==> config.mk <==
export PLATFORM = sky130hd
export DESIGN_NAME = cache_mem_arbiter
export DESIGN_NICKNAME = d
export VERILOG_FILES = /design/src/rtl/cache_mem_arbiter.sv
export SDC_FILE = /design/constraint.sdc
export NUM_CORES = 1
export LEC_CHECK = 0
export CORE_AREA = 2 2 122 124
export DETAILED_ROUTE_END_ITERATION = 10
export DIE_AREA = 0 0 124 126
export DONT_BUFFER_PORTS = 1
export PLACE_DENSITY = 0.3
export SKIP_LAST_GASP = 1
export SYNTH_ARGS = -nofsm -noshare
export SYNTH_HDL_FRONTEND = slang
export SYNTH_SLANG_ARGS = --single-unit
==> constraint.sdc <==
create_clock -name clk -period 2.4 [get_ports clk]
set_input_delay 0.48 -clock clk [delete_from_list [all_inputs] [get_ports clk]]
set_output_delay 0.48 -clock clk [all_outputs]
set_load 0.1 [all_outputs]
==> src/rtl/cache_mem_arbiter.sv <==
// cache_mem_arbiter: round-robin merge of cache memory ports onto one req/gnt/rvalid port,
// with a single outstanding transaction and a watchdog that converts lost responses into errors.
module cache_mem_arbiter #(
    parameter int NUM_MASTERS    = 2,
    parameter int TIMEOUT_CYCLES = 255
) (
    input  logic                      clk,
    input  logic                      reset,
    input  logic [NUM_MASTERS-1:0]    m_req_i,
    input  logic [NUM_MASTERS*32-1:0] m_addr_i,
    input  logic [NUM_MASTERS*32-1:0] m_wdata_i,
    input  logic [NUM_MASTERS-1:0]    m_we_i,
    input  logic [NUM_MASTERS*4-1:0]  m_be_i,
    output logic [NUM_MASTERS-1:0]    m_gnt_o,
    output logic [NUM_MASTERS-1:0]    m_rvalid_o,
    output logic [NUM_MASTERS*32-1:0] m_rdata_o,
    output logic [NUM_MASTERS-1:0]    m_error_o,
    output logic [31:0]               mem_addr_o,
    output logic [31:0]               mem_wdata_o,
    output logic                      mem_we_o,
    output logic [3:0]                mem_be_o,
    output logic                      mem_req_o,
    input  logic [31:0]               mem_rdata_i,
    input  logic                      mem_gnt_i,
    input  logic                      mem_rvalid_i,
    input  logic                      mem_error_i,
    output logic                      busy_o
);
    localparam int OW = $clog2(NUM_MASTERS);
    localparam int WW = TIMEOUT_CYCLES > 0 ? $clog2(TIMEOUT_CYCLES + 1) : 1;
    localparam logic [WW-1:0] WD_LAST = WW'(TIMEOUT_CYCLES > 0 ? TIMEOUT_CYCLES - 1 : 0);

    typedef enum logic [1:0] {IDLE, REQ, WAIT, STALE} state_t;

    state_t        state;
    logic [OW-1:0] owner, prio, winner, idx, sel, next;
    logic [WW-1:0] wd_cnt;
    logic          fwd, rsp, tmo;

    // Scan downwards so the lowest offset from prio is the last (winning) assignment.
    always_comb begin
        winner = prio;
        idx    = '0;
        for (int i = NUM_MASTERS - 1; i >= 0; i--) begin
            idx = OW'((int'(prio) + i) % NUM_MASTERS);
            if (m_req_i[idx]) winner = idx;
        end
    end

    always_comb begin
        next = owner == OW'(NUM_MASTERS - 1) ? '0 : owner + 1'b1;
        sel  = state == IDLE ? winner : owner;
        fwd  = !reset && (state == REQ || (state == IDLE && |m_req_i));
        rsp  = !reset && state == WAIT && mem_rvalid_i;
        tmo  = !reset && TIMEOUT_CYCLES != 0 && state == WAIT && !mem_rvalid_i && wd_cnt == WD_LAST;
        mem_req_o   = fwd;
        mem_addr_o  = fwd ? m_addr_i[32*sel +: 32] : '0;
        mem_wdata_o = fwd ? m_wdata_i[32*sel +: 32] : '0;
        mem_we_o    = fwd ? m_we_i[sel] : 1'b0;
        mem_be_o    = fwd ? m_be_i[4*sel +: 4] : '0;
        busy_o      = !reset && state != IDLE;
        m_gnt_o     = '0;
        m_rvalid_o  = '0;
        m_error_o   = '0;
        m_rdata_o   = '0;
        if (fwd && mem_gnt_i) m_gnt_o[sel] = 1'b1;
        if (rsp || tmo) begin
            m_rvalid_o[owner]          = 1'b1;
            m_error_o[owner]           = rsp ? mem_error_i : 1'b1;
            m_rdata_o[32*owner +: 32]  = rsp ? mem_rdata_i : '0;
        end
    end

    always_ff @(posedge clk or posedge reset) begin
        if (reset) begin
            state  <= IDLE;
            owner  <= '0;
            prio   <= '0;
            wd_cnt <= '0;
        end else begin
            case (state)
                IDLE: if (|m_req_i) begin
                    owner  <= winner;
                    wd_cnt <= '0;
                    state  <= mem_gnt_i ? WAIT : REQ;
                end
                REQ: if (mem_gnt_i) begin
                    wd_cnt <= '0;
                    state  <= WAIT;
                end
                WAIT: begin
                    wd_cnt <= wd_cnt + 1'b1;
                    if (mem_rvalid_i || tmo) begin
                        prio  <= next;
                        state <= mem_rvalid_i ? IDLE : STALE;
                    end
                end
                STALE: if (mem_rvalid_i) state <= IDLE;
                default: state <= IDLE;
            endcase
        end
    end
endmodule

==> results.txt <==
* Clock Tree Buf Depth: 2
- Fraction of layout cells with a size suffix above 1: 0.606
- The commonest cells after synthesis are nand2_1, nand4_1, and2_1, o21ai_0, o21ai_1.
- Dividing the detail-routed wire length by the instance count gives 21.0 um.
- The share of total power dissipated in combinational logic is 0.902.
- Worst hold slack: 0.140 ns
- Number of nets in the finished design: 732
- Entering global routing, the biggest net connects 68 pins.
* Starting density of the core: 0.173
- Core Box Area: 0.0143 sq mm
* Overflow after GRT: 0
- Maximum fanout along the worst path: 16
- Vias after detailed routing: 3713
* Class of the most critical hold timing path: input pin to async pin
- I/O Pins: 318
* Layout filler cell count: 1307
* Number of synthesized flops with an enable pin: 0
- Max_slew headroom: 0.520
- CTS tree: built
- The number of placed instances, taps included, is 720.
* Non-filler instance count after layout: 735
- Final wirelength: 15.5 mm
- Among all flip-flop cells after synthesis, the most frequent one is dfrtp_1.
- The count of final max-slew check failures was 0.
* Number of vias per cell: 5.05
* Sinks on the clock net: 12
* Post-route antenna net violation count: 0
* P_int: 2350 uW
- For this run, the number of Yosys warnings is 0.
- CTS root buffer: clkbuf_16
- Data arrival time of the worst path: 1.92 ns
* Area fraction of the dominant cell type after synthesis: 0.180
- The number of antenna diodes in the final layout is 0.
- Worst-Skew Late Latency: 0.24 ns
* Routability-driven placement congestion ratio: 0.802
* 1st-pass router iterations: 4
- First-pass GRT wire length: 21.6 mm
* Post-layout utilization of the core: 0.481
- Maximum capacitance violations: 0
* Post-Syn Area: 0.00247 sq mm
* Die outline width: 124 um
- The initial antenna violation count came to 0.
- Final routed DRC violation total: 0
* Area of the multi-input gates: 0.00291 sq mm
- The via count of the first global-routing pass was 3836.
- Critical path endpoint category: output pin
- Count of port buffers added during placement: 0
* Avg Inst Size Synth: 5.94 sq um
- In the synthesized netlist, the number of instances is 416.
* Power per standard cell area: 893 mW/mm^2
* Fraction of the cycle the final worst path needs: 0.999
- Buffers inserted to repair hold after CTS numbered 0.
* Half-perimeter wire length after detailed placement: 12.5 mm
- Compared with the post-synthesis result, the final layout area differs by 179%.
- The share of total power dissipated in sequential elements is 0.049.
- IR analysis of the VDD net gives a maximum drop of 0.413 mV.
* Clk slew on worst S/H paths: 0.04 ns
* Library cell with the largest summed area after synthesis: nand4_1
* Critical Path RT: 1.92 ns
- In this run the number of H-tree levels came out at 1.
* Clock skew: 0.00534 ns
- Final setup violation count: 0
* Static power due to leakage: 0.00252 uW
* Status: completed
- RSZ-0062 raised after global routing: true
- Part of the total power dissipated in the clock network: 0.050
- Ranked by total cell area, the synthesized netlist is headed by nand4_1, and2_1, dfrtp_1.
- Post-synthesis async set-or-reset flop share: 1.00
* Switching power share of the total: 0.618
* Launching element type of the critical path: flop
* Fraction of the yosys area taken by sequential cells: 0.122
- DRC marker count from the first detailed-route iteration: 132
- Measured along the y axis, the die boundary spans 126 um.
- Number of rows created at floorplan: 44
- After layout, the minimum clock period comes to 2.40 ns.
* Inserted Clock Buffers: 3
* Synthesized netlist net count: 595
- Sw power: 3800 uW
- Die Area: 0.0156 sq mm
- Register bit total from synthesis: 12
* Kind of critical path: flop to output pin
* Maximum clock frequency: 417 MHz
* FF+latch area: 303 sq um
- The final hold violation count is 0.
- Synth cell types: 36
- GRT Overall Usage: 0.178
* Count leader, synth: nand2_1
- For the pin with the worst max-slew slack, the measured transition is 0.717 ns.
==> cell families after synthesis <==
logic type | after synthesis | synth area share
adders and majority gates | 2 | 0.0101
buffers and inverters | 53 | 0.0952
AOI/OAI and AO/OA | 97 | 0.216
and+or+nand+nor | 252 | 0.557
DFF | 12 | 0.122
==> power groups by stage <==
stage / sequential, uW / combinational [uW] / clock [uW]
2_1_floorplan: 271 / 3570 / 0
3_3_place_gp: 289 / 5340 / 0
3_5_place_dp: 291 / 5360 / 0
4_1_cts: 295 / 5400 / 308
5_1_grt: 303 / 5760 / 324
6_report: 299 / 5540 / 306
==> routing by layer <==
metal,share of wire,global-route usage
met5,0,0
met4,0.0034,0.0178
met3,0.11,0.0575
met2,0.57,0.358
met1,0.32,0.179
==> sequential cells by signal, indices dropped and copies added (netlist names) <==
name and flops:
state 2, wd_cnt 8, prio 1, owner 1
==> worst max-delay path: stages (launching register included) <==
cell	delay, ns
dfrtp_2	0.44
buf_4	0.20
nor2b_4	0.13
nand2_1	0.09
nor3_4	0.16
buf_12	0.14
clkbuf_16	0.16
and2_2	0.18
buf_12	0.17
==> cell type report <==
type	instances	area share
well taps	184	0.0334
repair buffers	180	0.486
multi-input cells	351	0.423
clock buffers	3	0.0109
inverters	5	0.00273
flip-flops and latches	12	0.0440
==> metrics by stage <==
stage               setup WS (ns)  TNS (ns)  power, uW  cell area [sq um]
floorplan                 -0.0665    -0.235       3840               3440
global placement            0.149         0       5630               6560
detailed placement          0.107         0       5650               6560
CTS                       -0.0163   -0.0700       6010               6680
global route              -0.0808     -4.18       6390               6880
finish                    0.00173         0       6150               6880
==> repair_timing <==
action,4_1_cts,5_1_grt
endpoints found under the setup margin,70,129
setup buffers,3,4
pin swaps,1,5
cloned,0,5
gates resized for setup,6,7
==> path summary, 6_finish.rpt <==
check,start,endpoint,slack [ns],cells past startpoint
worst max-delay path,state[0]$_DFFE_PP0P_,m_rdata_o[17],0.002,8
worst min-delay path,reset,prio$_DFFE_PP0P_,0.14,1
worst max register to register,state[0]$_DFFE_PP0P_,wd_cnt[7]$_DFFE_PP0P_,0.75,5
worst min register to register,wd_cnt[6]$_DFFE_PP0P_,wd_cnt[6]$_DFFE_PP0P_,0.49,1
max in group asynchronous,reset,state[0]$_DFFE_PP0P_,1.91,1
min in group clk,m_req_i[0],owner$_DFFE_PP0P_,0.34,1
==> cells in the final DEF, fill, tap and decap left out, types with 2 or more instances in the layout <==
cell,count
a21oi_1,3
a31oi_1,3
and2_1,4
and2_2,60
buf_12,151
buf_4,21
buf_6,2
clkbuf_16,8
dfrtp_1,10
dfrtp_2,2
ha_1,2
inv_1,5
nand2_1,78
nand2b_1,4
nand3_1,2
nand4_1,71
nor2_1,6
nor2_2,2
nor2_4,3
nor2b_1,2
nor2b_2,3
nor3_1,4
nor3_4,3
nor4_4,3
o211ai_1,3
o21ai_0,8
o21ai_4,70
o31ai_1,3
Note: power is estimated with default switching activity, not from simulation.
